$ cat src/rtl/sao_stat_ctrl.sv
// SAO statistics controller: walks the statistics window over one CTU and flags usable pixels.
// Define SAO_STAT_STALL_CNT_EN to add the saturating stall_cnt output.
module sao_stat_ctrl #(
  parameter int n_pix            = 4,
  parameter int org_window_width = 2,
  parameter int num_pix_CTU_log2 = 5
) (
  input  logic                        clk,
  input  logic                        arst_n,
  input  logic                        start,
  input  logic                        stall,
  input  logic [num_pix_CTU_log2-1:0] ctu_w_m1,
  input  logic [num_pix_CTU_log2-1:0] ctu_h_m1,
  input  logic [3:0]                  edge_avail,
  input  logic [1:0]                  eo_type,
  output logic                        en_o,
  output logic                        isWorking_stat,
  output logic                        isWorking_stat_r1,
  output logic                        not_end,
  output logic                        wait_forPre,
  output logic                        isToRefresh,
  output logic [n_pix-1:0]            b_use,
  output logic [num_pix_CTU_log2-1:0] x_pos,
  output logic [num_pix_CTU_log2-1:0] y_pos,
  output logic                        busy,
`ifdef SAO_STAT_STALL_CNT_EN
  output logic                        done,
  output logic [15:0]                 stall_cnt
`else
  output logic                        done
`endif
);

  localparam int W = num_pix_CTU_log2;
  localparam int H = n_pix / org_window_width;
  localparam logic [W-1:0] WW_STEP = W'(org_window_width);
  localparam logic [W-1:0] H_STEP  = W'(H);

  typedef enum logic [1:0] {
    S_IDLE,
    S_REFRESH,
    S_SCAN,
    S_DRAIN
  } state_e;

  state_e       state_q, state_d;
  logic [W-1:0] x_q, x_d;
  logic [W-1:0] y_q, y_d;
  logic [W-1:0] ctu_w_q, ctu_w_d;
  logic [W-1:0] ctu_h_q, ctu_h_d;
  logic [3:0]   edge_q, edge_d;
  logic [1:0]   eo_q, eo_d;
  logic         drain_q, drain_d;
  logic         done_q, done_d;
  logic         work_r1_q, work_r1_d;

  logic         in_scan;
  logic         last_col;
  logic         last_row;
  logic         last_win;
  logic [W:0]   x_end;
  logic [W:0]   y_end;

  // Extra bit on the end-of-row/column sums so x_pos+step never wraps.
  assign x_end    = {1'b0, x_q} + {1'b0, WW_STEP};
  assign y_end    = {1'b0, y_q} + {1'b0, H_STEP};
  assign last_col = x_end > {1'b0, ctu_w_q};
  assign last_row = y_end > {1'b0, ctu_h_q};
  assign last_win = last_col & last_row;
  assign in_scan  = (state_q == S_SCAN);

  always_comb begin
    state_d   = state_q;
    x_d       = x_q;
    y_d       = y_q;
    ctu_w_d   = ctu_w_q;
    ctu_h_d   = ctu_h_q;
    edge_d    = edge_q;
    eo_d      = eo_q;
    drain_d   = drain_q;
    done_d    = 1'b0;
    work_r1_d = work_r1_q;
    if (en_o) begin
      work_r1_d = isWorking_stat;
    end
    unique case (state_q)
      S_IDLE: begin
        if (start) begin
          state_d = S_REFRESH;
          ctu_w_d = ctu_w_m1;
          ctu_h_d = ctu_h_m1;
          edge_d  = edge_avail;
          eo_d    = eo_type;
          x_d     = '0;
          y_d     = '0;
        end
      end
      S_REFRESH: begin
        state_d = S_SCAN;
        x_d     = '0;
        y_d     = '0;
      end
      S_SCAN: begin
        if (!stall) begin
          if (last_win) begin
            state_d = S_DRAIN;
            x_d     = '0;
            y_d     = '0;
            drain_d = 1'b0;
          end else if (last_col) begin
            x_d = '0;
            y_d = y_q + H_STEP;
          end else begin
            x_d = x_q + WW_STEP;
          end
        end
      end
      S_DRAIN: begin
        if (!stall) begin
          if (drain_q) begin
            state_d = S_IDLE;
            drain_d = 1'b0;
            done_d  = 1'b1;
          end else begin
            drain_d = 1'b1;
          end
        end
      end
      default: begin
        state_d = S_IDLE;
      end
    endcase
  end

  always_ff @(posedge clk or negedge arst_n) begin
    if (!arst_n) begin
      state_q   <= S_IDLE;
      x_q       <= '0;
      y_q       <= '0;
      ctu_w_q   <= '0;
      ctu_h_q   <= '0;
      edge_q    <= '0;
      eo_q      <= '0;
      drain_q   <= 1'b0;
      done_q    <= 1'b0;
      work_r1_q <= 1'b0;
    end else begin
      state_q   <= state_d;
      x_q       <= x_d;
      y_q       <= y_d;
      ctu_w_q   <= ctu_w_d;
      ctu_h_q   <= ctu_h_d;
      edge_q    <= edge_d;
      eo_q      <= eo_d;
      drain_q   <= drain_d;
      done_q    <= done_d;
      work_r1_q <= work_r1_d;
    end
  end

  // Per-pixel mask: inside the CTU, and EO neighbours present across CTU borders.
  for (genvar gi = 0; gi < n_pix; gi++) begin : g_pix
    localparam logic [W:0] COL_OFF = (W+1)'(gi % org_window_width);
    localparam logic [W:0] ROW_OFF = (W+1)'(gi / org_window_width);
    logic [W:0] col;
    logic [W:0] row;
    logic       in_ctu;
    logic       hor_ok;
    logic       ver_ok;
    assign col    = {1'b0, x_q} + COL_OFF;
    assign row    = {1'b0, y_q} + ROW_OFF;
    assign in_ctu = (col <= {1'b0, ctu_w_q}) & (row <= {1'b0, ctu_h_q});
    assign hor_ok = (eo_q == 2'd1) |
                    (((col != '0) | edge_q[0]) & ((col != {1'b0, ctu_w_q}) | edge_q[1]));
    assign ver_ok = (eo_q == 2'd0) |
                    (((row != '0) | edge_q[2]) & ((row != {1'b0, ctu_h_q}) | edge_q[3]));
    assign b_use[gi] = in_scan & in_ctu & hor_ok & ver_ok;
  end

  assign en_o              = ~stall;
  assign busy              = (state_q != S_IDLE);
  assign isToRefresh       = (state_q == S_REFRESH);
  assign isWorking_stat    = in_scan & ~stall;
  assign wait_forPre       = in_scan & stall;
  assign not_end           = in_scan & ~(last_win & ~stall);
  assign isWorking_stat_r1 = work_r1_q;
  assign x_pos             = x_q;
  assign y_pos             = y_q;
  assign done              = done_q;

`ifdef SAO_STAT_STALL_CNT_EN
  logic [15:0] stall_cnt_q, stall_cnt_d;

  always_comb begin
    stall_cnt_d = stall_cnt_q;
    if (state_q == S_REFRESH) begin
      stall_cnt_d = '0;
    end else if (in_scan && stall && (stall_cnt_q != 16'hFFFF)) begin
      stall_cnt_d = stall_cnt_q + 16'd1;
    end
  end

  always_ff @(posedge clk or negedge arst_n) begin
    if (!arst_n) begin
      stall_cnt_q <= '0;
    end else begin
      stall_cnt_q <= stall_cnt_d;
    end
  end

  assign stall_cnt = stall_cnt_q;
`endif

endmodule

$ cat config.mk
export PLATFORM = sky130hd
export DESIGN_NAME = sao_stat_ctrl
export DESIGN_NICKNAME = d
export VERILOG_FILES = /design/src/rtl/sao_stat_ctrl.sv
export SDC_FILE = /design/constraint.sdc
export NUM_CORES = 1
export LEC_CHECK = 0
export ABC_AREA = 1
export CAP_MARGIN = 20
export CORE_MARGIN = 2
export CORE_UTILIZATION = 52
export DETAILED_ROUTE_END_ITERATION = 16
export PLACE_DENSITY_LB_ADDON = 0.1
export SLEW_MARGIN = 25
export SYNTH_ARGS = -nofsm -noshare
export SYNTH_HDL_FRONTEND = slang
export SYNTH_SLANG_ARGS = --single-unit
export TNS_END_PERCENT = 5
$ cat constraint.sdc
create_clock -name clk -period 2.6 [get_ports clk]
set_input_delay 0.52 -clock clk [delete_from_list [all_inputs] [get_ports clk]]
set_output_delay 0.52 -clock clk [all_outputs]
set_load 0.005 [all_outputs]
==> flow_metrics.tcl <==
set metrics [dict create \
    synthMostInstantiatedCell "nand2_1" \
    seq_area_sq_um 727 \
    row_count 23 \
    h-tree-depth 2 \
    outcome "finished clean" \
    ys_warn_count 0 \
    criticalPathCategory "flop to output port" \
    avgSynthCellArea_sq_um 7.99 \
    worstPathCellList "buf_4 > buf_4 > ha_1 > nand2_1 > inv_1 > nand4_1 > or2_2 > nand3_1 > nor2_1 > dlygate4sd2_1" \
    num-nets-final 393 \
    rsz0062_at_grt "yes" \
    grt_overflow 0 \
    cts_tree "yes" \
    clk_path_buf_depth 2 \
    area_growth_pct 31.4 \
    synth-xor-area-share_pct 1.58 \
    antenna_found_initial 0 \
    grt_pass1_wl_mm 8.77 \
    yosys.area.top_type_share_pct 32.8 \
    drt-met1-wl_mm 2.39 \
    route.met2.wl_mm 2.54 \
    final_cell_area_sq_um 2910 \
    ant_nets 0 \
    synthAdderAreaFrac_pct 18.7 \
    wl_mm 5.30 \
    dp_hpwl_mm 4.01 \
    grt_use_total_pct 22.9 \
    synth.cells.most_frequent "48 x nand2_1, 37 x inv_1, 33 x ha_1, 31 x nor2_1, 29 x dfrtp_1" \
    p_total_mw 3.02 \
    wl_met3_um 263 \
    io_buffers 39 \
    hold_class "flop to flop" \
    die_h_um 69.2 \
    fin_crit_ns 2.59 \
    synth_seq_cells 29 \
    relSlewSlack_pct 61.2 \
    slew_violations 0 \
    top_layer_used "met4" \
    end_kind "output port" \
    first_global_vias 1964 \
    powerDensity_nw_per_um2 1040 \
    drive_gt1_share_pct 19.1 \
    yosys-top-cells-area "dfrtp_1 33%, ha_1 19%, nand2_1 8.1%" \
    worst_slack_ns 0.0117 \
    layout.cells.non_filler 390 \
    worstSkewPairLatency_ns 0.28 \
    place_ws_ns -0.0488 \
    start_util_pct 54.5 \
    synth_top_family_by_area "simple AND/OR/NAND/NOR gates" \
    max_freq_mhz 386 \
    die_area_sq_um 4790 \
    tightest_slew_ns 0.580 \
    critPathArrivalTime_ns 2.07 \
    r2r.worst_path.cells 14 \
    core-area_sq_um 4060 \
    finalHoldViolations 0 \
    synthMuxAreaShare_pct 2.04 \
    vias 2010 \
    drtIter0Drc 100 \
    gp_congestion 0.888 \
    syn_inst 277 \
    setup_violations 0 \
    fin_worst_skew_ns 0.00180 \
    cts.clk_slew.worst_paths_ns 0.06 \
    timing.final.crit_share_pct 99.6 \
    fillers 326 \
    critPathMaxFanout 2 \
    multi_input_area_sq_um 1300 \
    synth_ff_type "dfrtp_1" \
    first_pass_iters 7 \
    r2r_end "y_pos[4]" \
    cp_common_cell "buf_4" \
    cts_made_buffers 5 \
    cp_slowest_stage_delay_ns 0.37 \
    boundaryPins 42 \
    netlist_area_sq_um 2210 \
    cap_viol_max_count 0 \
    fin_util_pct 71.7 \
    wl_per_cell_um 13.6 \
    r2r_start "y_pos[2]" \
    yosysUniqueCellTypes 33 \
    critical_path.endpoint "b_use[3]" \
    grt_max_degree 30 \
    worstSetupStartpointType "flop" \
    cts.sinks 29 \
    placedCellCount 380 \
    cp_data_required_time_ns 2.08 \
    leakagePower_nw 1.56 \
    synth_compound_area_share_pct 8.14 \
    yosysSeqAreaShare_pct 32.8 \
    synth_edf_count 0 \
    die_w_um 69.2 \
    worstSetupStartpoint "y_pos[2]" \
    async_flop_share_pct 100 \
    cts-root-buf "clkbuf_8" \
    diodes 0 \
    place_area_sq_um 2790 \
    reg2reg_slack_ns 0.57 \
    ir_worst_vdd_mv 0.597 \
    synth_top_cell_by_area "dfrtp_1" \
    via_per_inst 5.15 \
    drc 0 \
    slowest_stage "dfrtp_1" \
    synth-simple-area-share_pct 27.1 \
]
==> cells by family (layout without fill, tap and decap cells) <==
kind of cell,Yosys count,in the layout
simple gates,123,123
flops,29,29
xor+xnor,4,4
buf+inv,51,113
other cells,1,2
compound gates,32,32
fa+ha+maj,33,33
mux,4,4
==> power breakdown <==
part / switching (mW) / internal (mW) / total [mW]
Combinational: 1.05 / 0.847 / 1.89
Sequential: 0.116 / 0.637 / 0.753
Clock: 0.166 / 0.209 / 0.375
==> flip-flops by register name, summed over array words and instances, names as in the netlist <==
| register | count |
|---|---|
| x_pos | 4 |
| y_pos | 4 |
| drain_q | 1 |
| ctu_w_q | 5 |
| isWorking_stat_r1 | 1 |
| ctu_h_q | 5 |
| edge_q | 4 |
| done | 1 |
| state_q | 2 |
| eo_q | 2 |
==> area by class of cell <==
class                      instances  area share (%)
multi-input combinational        198            44.8
sequential                        29            25.0
timing repair buffer              66            19.9
inverter                          40            5.16
clock buffer                       7            2.97
tap                               50            2.15
==> critical path: cells and delay by family, from the launching register on <==
family | cells | cell delay, ns
buffers and inverters | 4 | 0.58
adder cells (fa/ha/maj) | 1 | 0.27
flip-flops | 1 | 0.37
AND/OR/NAND/NOR | 5 | 0.57
==> timing repair <==
action,4_1_cts,5_1_grt
hold buffers,0,0
pin swaps,4,4
gates cloned,0,0
resized for setup,7,11
endpoints found under the setup margin,5,5
buffers inserted,3,0
==> metrics by stage <==
stage	setup TNS, ns	hold WS [ns]
floorplan	0	0.224
global placement	0	0.482
detailed placement	-0.0488	0.494
CTS	-0.378	0.508
global route	-0.204	0.523
finish	0	0.503
==> worst min-delay path by stage <==
stage / start / to / slack [ns] / depth (start not counted)
6_report: isWorking_stat_r1 / isWorking_stat_r1 / 0.50 / 2
5_1_grt: edge_q[2] / edge_q[2] / 0.52 / 1
4_1_cts: edge_q[2] / edge_q[2] / 0.51 / 1
3_5_place_dp: edge_q[2] / edge_q[2] / 0.49 / 1
3_3_place_gp: isWorking_stat_r1 / isWorking_stat_r1 / 0.48 / 2
2_1_floorplan: arst_n / ctu_h_q[0] / 0.22 / 0
==> cells in the final DEF (no fill, tap or decap), types with 2 or more instances in the layout <==
cell and count:
ha_1 32, dfrtp_1 28, a21oi_1 17, clkbuf_2 3, or2_2 2, nand2_2 3, xor2_1 2, mux2_2 4
nor2_2 4, o21ai_0 7, nand3_2 3, nor3_1 2, buf_4 27, nand4_1 9, nand2_4 2, o21ai_1 3
nand2_1 48, inv_2 3, clkdlybuf4s50_1 34, nand3_1 17, nor2_1 29, conb_1 2, inv_1 37, o22ai_1 2
clkbuf_8 6
==> routing by layer <==
layer  vias up  GRT usage (%)
met3        11           5.38
met4         0           9.15
met2        52           37.7
li1       1015              -
met5         -              0
met1       932           28.9
Power figures use the tool's default switching activity.
==> RTL change 1, RTL diff (same flow settings) <==
Change the parameter `num_pix_CTU_log2` from 5 to 7.
--- a/src/rtl/sao_stat_ctrl.sv
+++ b/src/rtl/sao_stat_ctrl.sv
@@ -5,3 +5,3 @@
   parameter int org_window_width = 2,
-  parameter int num_pix_CTU_log2 = 5
+  parameter int num_pix_CTU_log2 = 7
 ) (
Ports: changed (resized ctu_h_m1, ctu_w_m1, x_pos and y_pos); port bits go from 42 to 50. The function was not compared with the original's and may differ.
==> RTL change 1 against the original RTL <==
  * The run now ends with negative setup slack left
  * Largest power group unchanged
  * Synthesized cell count up 28%
  * Wire length up 33%
  * Worst setup slack worse by 91 ps
  * Area after synthesis up 24%
  * Sequential share of layout area down 0.81 points
  * Clock power down 3%
  * Utilization up 3.5 points
  * Largest cell class unchanged
  * Via count up 28%
  * Non-clock buffer count up 21
  * Final area up 32%
  * Power up 4.7%
  * First-iteration DRC count up 66%
  * Fmax down 3.4%
  * Sequential cell count up 8
==> RTL change 1: results <==
metrics = {
    "run_status": {
        "run_status": "complete, but fails checks",
        "failing_checks": "negative setup slack",
    },
    "final_layout": {
        "multi_input_comb_cells": 253,
        "fillCellCount": 385,
        "nClkBuffers": 5,
        "non_clock_buffer_area_share_pct": 20.1,
        "final-clk-cell-share_pct": 1.92,
        "flow.area_growth_from_synthesis_pct": 39.3,
        "area_of_all_sequential_standard_cells_um2": 928,
        "nonClockBufferCount": 87,
        "num-nets-final": 499,
        "n_all_inverters": 48,
    },
    "logic_synthesis": {
        "synth-xor-area-share_pct": 2.54,
        "synth_mux_area_share_pct": 1.64,
        "synth_seq_area_share_pct": 33.6,
        "synth-seq-cells": 37,
        "postSynthCellCount": 354,
        "yosys-top-cells-count": "sky130_fd_sc_hd__nand2_1, sky130_fd_sc_hd__inv_1, sky130_fd_sc_hd__ha_1",
        "synth_fa_ha_area_share_pct": 19.5,
        "synth_compound_area_share_pct": 9.09,
        "netlist-cell-type-count": 29,
    },
    "setup_path": {
        "timing.rr.start": "x_pos[1]$_DFFE_PN0P_",
        "timing.critical_path.from": "y_pos[5]$_DFFE_PN0P_",
        "worstPathMaxFanout": 6,
        "ff2ff_setup_slack_ps": 210,
    },
    "sta": {
        "finalClockSkew_ps": 2.21,
        "setup_violations": 5,
        "hold-worst-slack_ps": 333,
        "setup-tns-final_ps": -330,
        "final.setup.worst_slack_ps": -79.3,
        "tightest_slew_ps": 825,
    },
    "placed_design": {
        "dp.cells": 487,
        "post_place_worst_slack_ps": -188,
        "finalWeightedCongestion": 0.933,
        "dp_hpwl_um": 5070,
    },
    "hold_path": {
        "hold_path_class": "input port to asynchronous set/reset pin",
    },
    "routing": {
        "routed_wirelength_um": 7070,
        "route.detailed.wl_per_inst_um": 14.1,
        "via_per_inst": 5.14,
        "dr.first_iter.drc_count": 166,
    },
    "pwr": {
        "p_leak_nw": 1.98,
        "worst_ir_drop_vdd_mv": 0.530,
    },
    "grt": {
        "via_count_of_the_first_global_routing_pass": 2381,
        "grt_start_max_net_pins": 38,
        "track_usage_pct": 23.2,
    },
}
==> RTL change 1: worst paths after layout <==
check,end,depth (start not counted)
max,b_use[0],9
min reg2reg,isWorking_stat_r1$_DFFE_PN0N_,2
max reg2reg,y_pos[1]$_DFFE_PN0P_,15
min in group clk,isWorking_stat_r1$_DFFE_PN0N_,2
max in group asynchronous,y_pos[2]$_DFFE_PN0P_,1
min,ctu_w_q[5]$_DFFE_PN0P_,1
==> RTL change 1: metal layers <==
layer  track usage (%)  wire length (um)  up-vias
li1                  -                 -     1304
met1              32.5              3210     1178
met2              35.7              3330       83
met3              4.59               437        9
met4              8.55                95        0
met5                 0                 0        -
==> RTL change 1: where the power goes <==
part / internal (W) / switching, W
Sequential: 0.000777 / 0.000105
Combinational: 0.000811 / 0.00111
Clock: 0.000176 / 0.000189
==> RTL change 1: timing repair <==
action	CTS	global route
cloned	0	0
setup endpoints to repair	5	5
resized for setup	14	40
pin swaps	6	22
buffers inserted	5	3
==> RTL change 2, RTL diff (same flow settings) <==
Without the edit above. `y_q` no longer has a reset.
--- a/src/rtl/sao_stat_ctrl.sv
+++ b/src/rtl/sao_stat_ctrl.sv
@@ -138,3 +138,2 @@
       x_q       <= '0;
-      y_q       <= '0;
       ctu_w_q   <= '0;
@@ -149,3 +148,2 @@
       x_q       <= x_d;
-      y_q       <= y_d;
       ctu_w_q   <= ctu_w_d;
@@ -158,2 +156,6 @@
     end
+  end
+
+  always_ff @(posedge clk) begin
+    y_q <= y_d;
   end
Behaviour: differs if arst_n is asserted again (counterexample within 4 cycles, from zero or initial values and one cycle with arst_n low); with arst_n held inactive, the same outputs for 4 cycles.
==> RTL change 2 against the original RTL <==
  * The flow now finishes with violations (negative setup slack)
  * Wire length decreased by 9.9%
  * Sequential cell count unchanged
  * Non-clock buffer count is 1 higher
  * Fmax decreased by 2.6%
  * Worst setup slack got worse by 68 ps
  * Clock skew grew 4.3 ps
  * Final area shrank 1.8%
  * Power up 0.83%
  * Area after synthesis is 5.4% lower
  * Largest cell class unchanged
  * Highest routed layer unchanged
==> RTL change 2: results <==
metrics = {
    "grt": {
        "via_count_of_the_first_global_routing_pass": 1678,
        "grt_pass1_wl_um": 7590,
        "antenna_found_initial": 0,
        "track_usage_pct": 22.9,
        "grt_start_max_net_pins": 26,
    },
    "placed_design": {
        "dp.cells": 362,
        "finalWeightedCongestion": 0.797,
        "post_place_worst_slack_ps": -80.7,
        "placed_area_um2": 2670,
        "numPortBuffers": 39,
        "dp_hpwl_um": 3490,
    },
    "logic_synthesis": {
        "number_of_warnings_printed_during_yosys_synthesis": 0,
        "postSynth.asyncResetShare_pct": 86.2,
        "yosys-top-cells-count": "sky130_fd_sc_hd__nand2_1, sky130_fd_sc_hd__inv_1, sky130_fd_sc_hd__nor2_1",
        "postSynthCellCount": 258,
        "netlist-cell-type-count": 33,
        "synth_edf_count": 4,
        "synth_seq_area_share_pct": 35.6,
        "yosys-top-cells-area": "sky130_fd_sc_hd__dfrtp_1, sky130_fd_sc_hd__ha_1, sky130_fd_sc_hd__nand2_1, sky130_fd_sc_hd__inv_1, sky130_fd_sc_hd__nor2_1",
    },
    "setup_path": {
        "wp_data_arrival_ps": 2140,
        "critical-path-slowest-cell": "sky130_fd_sc_hd__dfrtp_1",
        "worstPathMaxFanout": 3,
        "critical_path.top_delay_family": "adder cells",
        "critical_path.max_stage_delay_ps": 370,
    },
    "clock_tree": {
        "htree_levels": 2,
        "insertion_delay_ps": 280,
        "cts_buffer_count": 5,
        "path_clk_slew_ps": 60,
        "cts.path.max_buffers": 2,
        "clock-root-buffer": "sky130_fd_sc_hd__clkbuf_8",
    },
    "routing": {
        "vias": 1841,
        "dr.first_iter.drc_count": 55,
        "routed_wirelength_um": 4770,
        "via_per_inst": 4.90,
        "drt_pre_antenna_iters": 4,
    },
    "final_layout": {
        "num_antenna_cells": 0,
        "reg_top3": "ctu_h_q (5), ctu_w_q (5)",
        "drive_above_1_share_pct": 22.1,
        "num-nets-final": 375,
    },
    "hold_path": {
        "hold_path_class": "flop to flop",
    },
    "pwr": {
        "worst_ir_drop_vdd_mv": 0.727,
        "p_leak_nw": 1.47,
    },
    "sta": {
        "final.setup.worst_slack_ps": -56.8,
        "finalClockSkew_ps": 6.06,
        "relSlewSlack_pct": 53.6,
        "setup_violations": 2,
    },
    "run_status": {
        "run_status": "complete, but fails checks",
        "failing_checks": "negative setup slack",
    },
}
RTL change 2: cell count changes in the layout (fill, tap and decap cells not counted), moves of 3 or more:
cell,unedited run,this run
sky130_fd_sc_hd__nand3_1,17,9
sky130_fd_sc_hd__nand4_1,9,5
sky130_fd_sc_hd__nand3_2,3,6
sky130_fd_sc_hd__o21ai_0,7,3
sky130_fd_sc_hd__ha_1,32,27
sky130_fd_sc_hd__dfrtp_1,28,24
sky130_fd_sc_hd__nor2_1,29,33
sky130_fd_sc_hd__nand2_1,48,43
sky130_fd_sc_hd__edfxtp_1,0,4
RTL change 2: worst paths after layout:
path | slack (ps) | from | endpoint | cells past startpoint
min reg2reg | 510 | drain_q$_DFFE_PN0P_ | drain_q$_DFFE_PN0P_ | 2
min in group asynchronous | 610 | arst_n | ctu_w_q[1]$_DFFE_PN0P_ | 2
min | 510 | drain_q$_DFFE_PN0P_ | drain_q$_DFFE_PN0P_ | 2
max | -60 | x_pos[2]$_DFFE_PN0P_ | not_end | 12
max reg2reg | 260 | x_pos[2]$_DFFE_PN0P_ | y_pos[3]$_SDFFCE_PP0P_ | 11
max in group asynchronous | 1730 | arst_n | x_pos[1]$_DFFE_PN0P_ | 2
RTL change 2: power breakdown:
part,leakage (nW),switching [W],internal [W]
clock network,0.0455,0.000174,0.000216
logic,1.09,0.00101,0.000842
registers,0.336,0.000129,0.000675
RTL change 2: through the flow:
stage / total power [W] / setup TNS (ps)
4_1_cts: 0.00300 / -186
3_5_place_dp: 0.00256 / -113
6_report: 0.00305 / -97.7
3_3_place_gp: 0.00252 / -45.1
5_1_grt: 0.00335 / -507
2_1_floorplan: 0.00188 / 0
RTL change 2: cell type report:
type / count / area [um2]
timing repair buffer: 67 / 579
tap: 50 / 62.6
fill: 312 / 1090
multi-input combinational: 183 / 1230
clock buffer: 8 / 90.1
inverter: 39 / 146
sequential: 29 / 747
RTL change 2: what timing repair did:
item / in CTS / in global routing
buffers inserted: 5 / 1
pin swaps: 8 / 9
resized for setup: 11 / 20
setup endpoints to repair: 5 / 5
RTL change 2: metal layers:
| metal | up-vias | GRT usage, % | part of all wire (%) |
|---|---|---|---|
| met5 | - | 0 | 0 |
| met4 | 0 | 7.40 | 1.7 |
| met3 | 10 | 5.50 | 5.5 |
| met2 | 47 | 38.1 | 47 |
| met1 | 823 | 29.2 | 46 |
| li1 | 961 | - | - |
RTL change 2: logic make-up after synthesis:
logic type	share of synthesized area, %
AO/OA/AOI/OAI	7.89
XOR/XNOR	1.67
adder cells (fa/ha/maj)	17.9
buffers and inverters	9.26
flip-flops	35.6
multiplexers	2.15
other	0.179
AND/OR/NAND/NOR	25.3
